[config.mk]
export PLATFORM = sky130hd
export DESIGN_NAME = hls_channel_fifo
export DESIGN_NICKNAME = d
export VERILOG_FILES = /design/src/rtl/hls_channel_fifo.sv
export SDC_FILE = /design/constraint.sdc
export NUM_CORES = 1
export LEC_CHECK = 0
export ABC_AREA = 1
export CAP_MARGIN = 10
export CORE_ASPECT_RATIO = 1.4
export CORE_MARGIN = 1
export CORE_UTILIZATION = 56
export DETAILED_ROUTE_END_ITERATION = 7
export PLACE_DENSITY = 0.84
export SETUP_SLACK_MARGIN = 0.3
export SLEW_MARGIN = 20
export SYNTH_ARGS = -nofsm -noshare
export SYNTH_HDL_FRONTEND = slang
export SYNTH_SLANG_ARGS = --single-unit
[constraint.sdc]
create_clock -name clk -period 3 [get_ports clk]
set_input_delay 0.45 -clock clk [delete_from_list [all_inputs] [get_ports clk]]
set_output_delay 0.45 -clock clk [all_outputs]
set_load 0.02 [all_outputs]
[src/rtl/hls_channel_fifo.sv]
// Responder end of an HLS channel: a circular-buffer FIFO with registered pop data.
// Push/pop handshakes are qualified by ready flags derived from the registered occupancy.
module hls_channel_fifo #(
  parameter int WIDTH = 32,
  parameter int DEPTH = 4
) (
  input  logic                       clk,
  input  logic                       rst,
  input  logic [WIDTH-1:0]           in_data,
  input  logic                       write_valid,
  output logic                       write_ready,
  input  logic                       read_valid,
  output logic                       read_ready,
  output logic [WIDTH-1:0]           out_data,
  output logic [$clog2(DEPTH+1)-1:0] count
);

  localparam int AW = $clog2(DEPTH);
  localparam int CW = $clog2(DEPTH+1);

  logic [WIDTH-1:0] mem_q [DEPTH];
  logic [AW-1:0]    wp_q, wp_d;
  logic [AW-1:0]    rp_q, rp_d;
  logic [CW-1:0]    count_q, count_d;
  logic [WIDTH-1:0] out_q;
  logic             push, pop;

  assign write_ready = (count_q != CW'(DEPTH));
  assign read_ready  = (count_q != '0);
  assign push        = write_valid && write_ready;
  assign pop         = read_valid && read_ready;
  assign out_data    = out_q;
  assign count       = count_q;

  always_comb begin
    wp_d    = wp_q;
    rp_d    = rp_q;
    count_d = count_q;
    if (push) wp_d = (wp_q == AW'(DEPTH-1)) ? '0 : wp_q + 1'b1;
    if (pop)  rp_d = (rp_q == AW'(DEPTH-1)) ? '0 : rp_q + 1'b1;
    case ({push, pop})
      2'b10:   count_d = count_q + 1'b1;
      2'b01:   count_d = count_q - 1'b1;
      default: count_d = count_q;
    endcase
  end

  // Storage is never reset; pointers and count alone decide what is readable.
  always_ff @(posedge clk) begin
    if (push) mem_q[wp_q] <= in_data;
  end

  always_ff @(posedge clk or posedge rst) begin
    if (rst) begin
      wp_q    <= '0;
      rp_q    <= '0;
      count_q <= '0;
      out_q   <= '0;
    end else begin
      wp_q    <= wp_d;
      rp_q    <= rp_d;
      count_q <= count_d;
      if (pop) out_q <= mem_q[rp_q];
    end
  end

endmodule
==> results of run 1 <==
-- metal layers --
layer | wire length [um] | vias up | share of wire, %
li1 | - | 2274 | -
met3 | 647 | 33 | 4.3
met5 | 0 | - | 0
met4 | 411 | 0 | 2.8
met1 | 5743 | 2318 | 38
met2 | 8125 | 173 | 54
-- state kept, by name (all words and copies together) (netlist names) --
signal    count
rp_q          2
out_data     32
mem_q       128
count         3
wp_q          2
-- cell usage in the layout (no fill, tap or decap), types with 2 or more instances in the layout --
| master | Yosys | final |
|---|---|---|
| nand2_1 | 266 | 266 |
| inv_1 | 143 | 140 |
| edfxtp_1 | 128 | 128 |
| clkdlybuf4s50_1 | 0 | 72 |
| nand3_1 | 66 | 66 |
| dfrtp_1 | 39 | 38 |
| clkbuf_16 | 0 | 17 |
| ha_1 | 6 | 6 |
| buf_4 | 5 | 6 |
| o21ai_0 | 4 | 4 |
| nor2_4 | 0 | 4 |
| clkinv_4 | 0 | 4 |
| clkinv_2 | 0 | 3 |
| nand2_2 | 3 | 3 |
| bufinv_16 | 0 | 3 |
| clkinvlp_4 | 0 | 3 |
| inv_2 | 0 | 2 |
| inv_6 | 0 | 2 |
| buf_12 | 0 | 2 |
-- power by group through the flow --
stage / Combinational, mW / Sequential (mW) / Clock, mW
after global placement: 2.88 / 3.37 / 0
after floorplan: 1.64 / 3.67 / 0
after CTS: 3.04 / 3.37 / 2.27
after detailed placement: 3.00 / 3.40 / 0
after global routing: 3.33 / 3.42 / 2.36
final: 3.02 / 3.37 / 2.24
-- layout make-up --
class	instances	area (um2)
clock buffers	18	439.2
clock inverters	14	175.2
fillers	802	3791
inverters	143	538.0
multi-input cells	355	1554
flip-flops and latches	167	4821
well taps	150	187.7
repair buffers	80	805.8
-- path summary, 6_finish.rpt --
kind | slack [ns] | startpoint | endpoint
setup / recovery | 0.77 | count[0] | write_ready
hold / removal | 0.48 | out_data[24] | out_data[24]
setup reg to reg | 0.82 | count[0] | count[2]
hold reg to reg | 0.48 | out_data[24] | out_data[24]
max in group asynchronous | 1.84 | rst | rp_q[0]
min in group asynchronous | 0.54 | rst | count[2]
-- worst max-delay path, cell delays in order (launching register included) --
cell,delay (ns)
dfrtp_1,0.44
nor2_2,0.23
nand2_1,0.14
clkdlybuf4s50_1,0.56
-- through the flow --
| step | area, um2 | hold WS [ns] | total power, mW |
|---|---|---|---|
| after floorplan | 7041 | 0.4923 | 5.304 |
| after global placement | 7905 | 0.4613 | 6.250 |
| after detailed placement | 7905 | 0.4648 | 6.403 |
| after CTS | 8519 | 0.4828 | 8.685 |
| after global routing | 8521 | 0.5020 | 9.111 |
| final | 8521 | 0.4778 | 8.630 |
-- kinds of logic after synthesis --
| family | Yosys count |
|---|---|
| xor gates and xnor gates | 2 |
| buffers and inverters | 170 |
| adders and majority gates | 7 |
| AOI/OAI and AO/OA | 5 |
| DFF | 167 |
| and+or+nand+nor | 341 |
==> flow_summary.toml, run 1 <==
[outcome]
status = "complete, no violations"

[yosys]
syn_nets = 735
synth_seq_cells = 167
synth-xor-area-share_pct = 0.2488
synthCells = 692
yosys.area.top_type = "edfxtp_1"
ys_warn_count = 0
synth_top_family_by_area = "simple AND/OR/NAND/NOR gates"
synth_edf_count = 128
syn_area_um2 = 7041
ys_seq_area_share_pct = 68.46
async_reset_ff_share_pct = 23.35
synth_simple_gate_area_share_pct = 19.50
synth.area.top_cells = "edfxtp_1 (55%), nand2_1 (14%), dfrtp_1 (14%), inv_1 (7.6%), nand3_1 (4.7%)"
muxShareOfSynthArea_pct = 0
yosysMostFrequentCell = "nand2_1"
synth-compound-area-share_pct = 0.5509
synthFlopType = "edfxtp_1"
syn_area_per_cell_um2 = 10.17
synth_common_cells = "nand2_1 (266), inv_1 (143), edfxtp_1 (128), nand3_1 (66), dfrtp_1 (39)"
synth.top_cell.area_share_pct = 54.59
synth_fa_ha_area_share_pct = 1.351
ys_types = 19

[route]
vias = 4798
wl_um = 14930
viasPerCell = 5.176
drt_first_pass_iters = 7
drt_iter0_drc = 307
drt-wirelength-per-cell_um = 16.10
drt_drc_violations_left = 0
final_antenna_net_count = 0

[timing]
rsz0062_at_grt = "no"
clock.fmax_ghz = 0.4482
slew_viol_final = 0
fin_crit_sh_pct = 74.37
setup_slack_ns = 0.7688
period_needed_ns = 2.231
finClkSkew_ns = 0.008349
setup_viol = 0
setup_tns_ns = 0
slew_headroom_pct = 40.70
hold_violations = 0
tightest_slew_ns = 0.8885

[final_layout]
fin_util_pct = 69.21
drive_gt1_share_pct = 6.821
nNetsFinal = 807
syn2layout_area_growth_pct = 21.02
insertedDiodeCount = 0
finalNonFillerCells = 927

[die]
row_count = 48
die_h_um = 134.7
die_area_um2 = 13030
die_width_um = 96.77
pin_count = 73
core_um2 = 12310
floorplan.initialDensity_pct = 57.18

[power_and_ir_drop]
p_leak_nw = 3.950
p_seq_share_pct = 39.0
ir_drop_mv = 0.6165
internal_power_mw = 5.541
swShare_pct = 35.80
p_comb_share_pct = 35.0
clkPwrFrac_pct = 26.0
p_sw_mw = 3.089
p_per_area_nw_per_um2 = 1013

[worst_hold_path]
hold_class = "flop to flop"
hold-path-cell-count = 2

[global_routing]
grtUsageTotal_pct = 24.22
grt_max_degree = 67
grt_util_met3_pct = 5.021
use_met1_pct = 27.47
grt-ovfl-total = 0
top_usage_layer = "met2"
grt_pass1_wl_um = 23960
grt_util_met2_pct = 43.78
antenna_found_initial = 0
grt_pass1_vias = 4990

[critical_path]
cp_data_required_time_ns = 2.55
worstSetupPathType = "flop to output pin"
critPathLaunchType = "flop"
ff2ff_path_depth = 9
worstSetupEndpointType = "output pin"
worstPathArrival_ns = 1.78
cp_max_fo = 4

[clock_tree]
cts_root_buf = "clkbuf_16"
cts_buffer_depth = 2
cts_resized = 0
cts_tree = "built"
numCtsBuffers = 17
cts.sinks = 167
cts_hold_buf = 0
clk_pin_slew_worst_paths_ns = 0.06
cts.htree.levels = 4
clock_latency_ns = 0.42
cts_setup_buffers = 0

[placed_design]
numPortBuffers = 72
dp_hpwl_um = 8919
post-place-ws_ns = 0.7277
routabilityCongestion = 0.7874
place_inst = 895

[run]
maxCapViolations = 0
No activity file was read; power rests on OpenSTA's default activity.
==> run 2: changes to the inputs <==
==> constraint.sdc (replaced) <==
create_clock -name clk -period 2.2 [get_ports clk]
set_input_delay 0.33 -clock clk [delete_from_list [all_inputs] [get_ports clk]]
set_output_delay 0.33 -clock clk [all_outputs]
set_load 0.02 [all_outputs]
==> run 2 against run 1 <==
Net effect:
- combinational power increased by 45%
- design area up 1.8%
- largest cell class unchanged
- sequential share of layout area is 0.98 points lower
- highest routed layer unchanged
- worst hold slack lost 0.24 ns
- total power increased by 39%
- global-route usage increased by 0.37 points
- via count grew 1.6%
==> flow_summary.toml, run 2 (synthesized netlist as in run 1, its figures left out) <==
[final_layout]
regMostFlops = "mem_q"
insertedDiodeCount = 0
largest_register_ffs = 128
final_common_cell = "nand2_1"
register_area_um2 = 4825
design_area_um2 = 8677
drive_gt1_share_pct = 8.872
nNetsFinal = 819
syn2layout_area_growth_pct = 23.25
multi_input_comb_area_um2 = 1595
fillers = 777
layout_common_cells = "nand2_1 (265), inv_1 (140), edfxtp_1 (128)"

[power_and_ir_drop]
p_comb_share_pct = 36.6
clkPwrFrac_pct = 24.7
p_sw_mw = 4.272
p_seq_share_pct = 38.7
swShare_pct = 35.68
internal_power_mw = 7.702
ir_drop_mv = 0.6760
p_per_area_nw_per_um2 = 1380
p_leak_nw = 4.015

[placed_design]
routabilityCongestion = 0.7699
numPortBuffers = 72
dpl-instance-area_um2 = 8023
dp_hpwl_um = 9007

[die]
row_count = 48
core_um2 = 12310
floorplan.initialDensity_pct = 57.18
pin_count = 73
die_width_um = 96.77
die_h_um = 134.7
die_area_um2 = 13030

[critical_path]
cp_max_fo = 3
critPathLaunchType = "flop"
reg2reg_slack_ns = 0.42
r2r_start = "count[0]"
cp_data_required_time_ns = 1.87
worstSetupPathType = "flop to output pin"
cp-startpoint = "count[1]"
worstPathArrival_ns = 1.51
worstSetupEndpointType = "output pin"

[route]
final_antenna_net_count = 0
vias = 4874
viasPerCell = 5.191
drt_drc_violations_left = 0
drt-wirelength-per-cell_um = 16.31
drt_iter0_drc = 444
wl_um = 15310
drt_first_pass_iters = 5

[timing]
finClkSkew_ns = 0.006895
fin_crit_sh_pct = 83.46
hold_violations = 0
slew_headroom_pct = 52.35
setup_tns_ns = 0
tightest_slew_ns = 0.7147
setup_viol = 0
period_needed_ns = 1.836
rsz0062_at_grt = "no"
hold_slack_ns = 0.2384
clock.fmax_ghz = 0.5446
slew_viol_final = 0

[clock_tree]
cts_tree = "built"
cts.sinks = 167
clock_latency_ns = 0.42
clk_pin_slew_worst_paths_ns = 0.06
cts_hold_buf = 0
cts_root_buf = "clkbuf_16"
cts_buffer_depth = 2
numCtsBuffers = 17
cts.htree.levels = 4

[global_routing]
grt_pass1_vias = 5081
grt_max_degree = 67
antenna_found_initial = 0
grt_pass1_wl_um = 24400
grtUsageTotal_pct = 24.59
grt-ovfl-total = 0

[worst_hold_path]
hold_class = "input port to asynchronous set/reset pin"

[run]
maxCapViolations = 0

[outcome]
status = "complete, no violations"
## run 2: final cells by class
cell class | instances | area share [%]
Inverter | 143 | 6.186
Timing Repair Buffer | 92 | 10.73
Sequential cell | 167 | 55.60
Multi-Input combinational cell | 355 | 18.39
Tap cell | 150 | 2.163
Clock buffer | 22 | 5.580
Clock inverter | 10 | 1.355
## run 2: critical path, cell delays in order (launching register included)
cell and delay [ns]:
dfrtp_2 0.43, nor2_4 0.16, buf_4 0.13, nand2_2 0.05
dlygate4sd2_1 0.32
## run 2: stage by stage
| step | utilization, % | setup slack, ns | power (mW) | instances |
|---|---|---|---|---|
| detailed placement | 65.16 | 0.1385 | 8.913 | 901 |
| global route | 70.48 | 0.3190 | 12.61 | 939 |
| finish | 70.48 | 0.3638 | 11.97 | 939 |
| global placement | 65.16 | 0.2004 | 8.676 | 901 |
| floorplan | - | 0.3006 | 7.313 | 692 |
| CTS | 70.09 | 0.3285 | 11.93 | 934 |
## run 2: what timing repair did
| action | CTS | global route |
|---|---|---|
| gates cloned | 0 | 0 |
| gates resized for setup | 2 | 1 |
| endpoints found under the setup margin | 3 | 1 |
| buffers inserted | 1 | 5 |
| pin swaps | 1 | 1 |
| hold endpoints to repair | 0 | 0 |
## run 2: final timing paths
path,end,depth (start not counted)
setup / recovery,read_ready,4
hold / removal,out_data[22],2
setup reg to reg,count[2],9
hold reg to reg,out_data[26],2
max in group asynchronous,out_data[5],3
min in group clk,out_data[26],2
## run 2: per-layer routing
layer	wire (um)	up-vias	track usage, %
met2	8252	212	43.74
met1	5634	2318	28.02
li1	-	2300	-
met5	0	-	0
met4	479	0	14.34
met3	948	44	4.037
## run 2: power groups by stage
stage                     Clock [mW]  Sequential (mW)  Combinational [mW]
after floorplan                    0             5.00                2.31
after global placement             0             4.63                4.04
after detailed placement           0             4.68                4.23
after CTS                       2.99             4.63                4.31
after global routing            3.12             4.70                4.80
final                           2.96             4.63                4.38
==> run 3: changes to the inputs <==
--- a/config.mk
+++ b/config.mk
@@ -9,9 +9,9 @@
 export CAP_MARGIN = 10
 export CORE_ASPECT_RATIO = 1.4
 export CORE_MARGIN = 1
-export CORE_UTILIZATION = 56
+export CORE_UTILIZATION = 51
 export DETAILED_ROUTE_END_ITERATION = 7
-export PLACE_DENSITY = 0.84
+export PLACE_DENSITY = 0.81
 export SETUP_SLACK_MARGIN = 0.3
 export SLEW_MARGIN = 20
 export SYNTH_ARGS = -nofsm -noshare
==> constraint.sdc (replaced) <==
create_clock -name clk -period 1.6 [get_ports clk]
set_input_delay 0.24 -clock clk [delete_from_list [all_inputs] [get_ports clk]]
set_output_delay 0.24 -clock clk [all_outputs]
set_load 0.02 [all_outputs]
==> run 3 against run 2 <==
Net effect:
- the run now ends with setup timing left
- core utilization fell by 2.9 points
- worst hold slack got worse by 0.086 ns
- sequential power rose by 38%
- non-clock buffer count rose by 29
- count of clock-buffer cells in the layout fell by 3
- highest routed layer unchanged
- largest cell class unchanged
- critical endpoint is now count[2]
- wire length fell by 3.0%
- die area rose by 9.6%
- via count fell by 1.0%
- sequential share of layout area fell by 2.5 points
==> flow_summary.toml, run 3 (synthesized netlist as in run 1, its figures left out) <==
[timing]
slew_headroom_pct = 73.31
finClkSkew_ns = 0.007281
setup_slack_ns = -0.07453
clock.fmax_ghz = 0.5972
tightest_slew_ns = 0.4003
slew_viol_final = 0
rsz0062_at_grt = "yes"
hold_violations = 0
setup_viol = 94
fin_crit_sh_pct = 104.7
period_needed_ns = 1.675

[critical_path]
ff2ff_path_depth = 9
r2r_start = "count[1]"
reg2reg_slack_ns = -0.07
cp_slowest_cell = "dfrtp_2"
cp_num_buf_inv = 1
cp_data_required_time_ns = 1.92
cp_max_fo = 2
crit_family = "simple AND/OR/NAND/NOR gates"
worstSetupPathType = "flop to flop"
cp_cell_sequence = "nor2_4 -> nand2_4 -> nand2_8 -> ha_4 -> inv_2 -> fa_2 -> nand2_1 -> nand3_2 -> xor2_1"
worstPathArrival_ns = 1.99
worstReg2RegEnd = "count[2]"
critPathLaunchType = "flop"
worstSetupEndpointType = "flop"
slowest_delay_ns = 0.43

[clock_tree]
cts_hold_buf = 0
cts.htree.levels = 4
cts_root_buf = "clkbuf_16"
clock_latency_ns = 0.43
cts.sinks = 167
clk_pin_slew_worst_paths_ns = 0.07
numCtsBuffers = 17
cts_buffer_depth = 2
cts_tree = "built"

[placed_design]
numPortBuffers = 72
place_inst = 949
routabilityCongestion = 0.7692
post-place-ws_ns = -0.3182
dp_hpwl_um = 8688

[final_layout]
largest_register_ffs = 128
layout_common_cells = "nand2_1 (265), inv_1 (139), edfxtp_1 (128)"
finalNonFillerCells = 1000
final_common_cell = "nand2_1"
insertedDiodeCount = 0
syn2layout_area_growth_pct = 29.13
regMostFlops = "mem_q"
drive_gt1_share_pct = 17.24
nNetsFinal = 848
fillers = 949

[die]
die_h_um = 141.0
floorplan.initialDensity_pct = 52.34
pin_count = 73
die_width_um = 101.3
row_count = 50
die_area_um2 = 14290
core_um2 = 13450

[worst_hold_path]
hold_class = "input port to asynchronous set/reset pin"

[route]
viasPerCell = 4.823
drt-met1-wl_um = 5599
wl_met2_um = 8317
final_antenna_net_count = 0
wl_met3_um = 668
drt-wirelength-per-cell_um = 14.86
vias = 4823
wl_um = 14860
drt_first_pass_iters = 5
drt_drc_violations_left = 0
top_layer = "met4"
drt_iter0_drc = 375

[power_and_ir_drop]
p_leak_nw = 4.300
ir_drop_mv = 1.168
p_per_area_nw_per_um2 = 1864

[global_routing]
grt-ovfl-total = 0
grtUsageTotal_pct = 22.92
grt_max_degree = 44
antenna_found_initial = 0
grt_pass1_wl_um = 23980
grt_pass1_vias = 4866

[run]
maxCapViolations = 0

[outcome]
status = "finished, violations left"
failed_checks = "setup timing"
-- run 3: tightest hold or removal path: cells and delay by family --
kind	cells	cell delay, ns
buf+inv	3	0.71
-- run 3: power by group --
group / leakage [nW] / total (mW) / internal [mW] / switching (mW)
Clock: 0.294 / 4.11 / 2.37 / 1.74
Combinational: 2.36 / 6.47 / 2.58 / 3.89
Sequential: 1.65 / 6.37 / 5.87 / 0.492
Total: 4.30 / 16.9 / 10.8 / 6.12
-- run 3: layer usage --
layer | GRT usage, % | vias up
li1 | - | 2362
met1 | 25.28 | 2296
met2 | 41.68 | 142
met3 | 5.206 | 23
met4 | 9.687 | 0
met5 | 0 | -
-- run 3: layout make-up --
type | instances | area [um2] | share of cell area (%)
Timing Repair Buffer | 121 | 1279 | 14.07
Multi-Input combinational cell | 355 | 1617 | 17.78
Tap cell | 182 | 227.7 | 2.505
Clock inverter | 13 | 131.4 | 1.445
Clock buffer | 19 | 475.5 | 5.230
Inverter | 143 | 536.8 | 5.904
Sequential cell | 167 | 4825 | 53.07
-- run 3: worst max path at each step --
stage               startpoint  endpoint  depth (start not counted)  slack, ns
floorplan             count[0]  count[2]                          9      -0.24
global placement    read_valid  count[2]                          8      -0.29
detailed placement  read_valid  count[2]                          8      -0.32
CTS                   count[1]  count[2]                         10      -0.07
global route          count[1]  count[2]                         10      -0.13
finish                count[1]  count[2]                          9      -0.07
-- run 3: timing repair --
item / 4_1_cts / 5_1_grt
pin swaps: 9 / 5
gates cloned: 3 / 1
gates resized for setup: 176 / 14
setup endpoints to repair: 202 / 171
buffers inserted: 11 / 4
-- run 3: stage by stage --
step,area (um2),hold WS (ns),TNS [ns],total power [mW],utilization [%]
floorplan,7116,0.3389,-6.158,10.08,-
global placement,8268,0.4604,-16.33,12.40,61.47
detailed placement,8268,0.4648,-17.42,12.56,61.47
CTS,8981,0.1520,-1.427,16.75,66.77
global route,9091,0.1818,-6.477,17.96,67.59
finish,9091,0.1529,-1.943,16.95,67.59
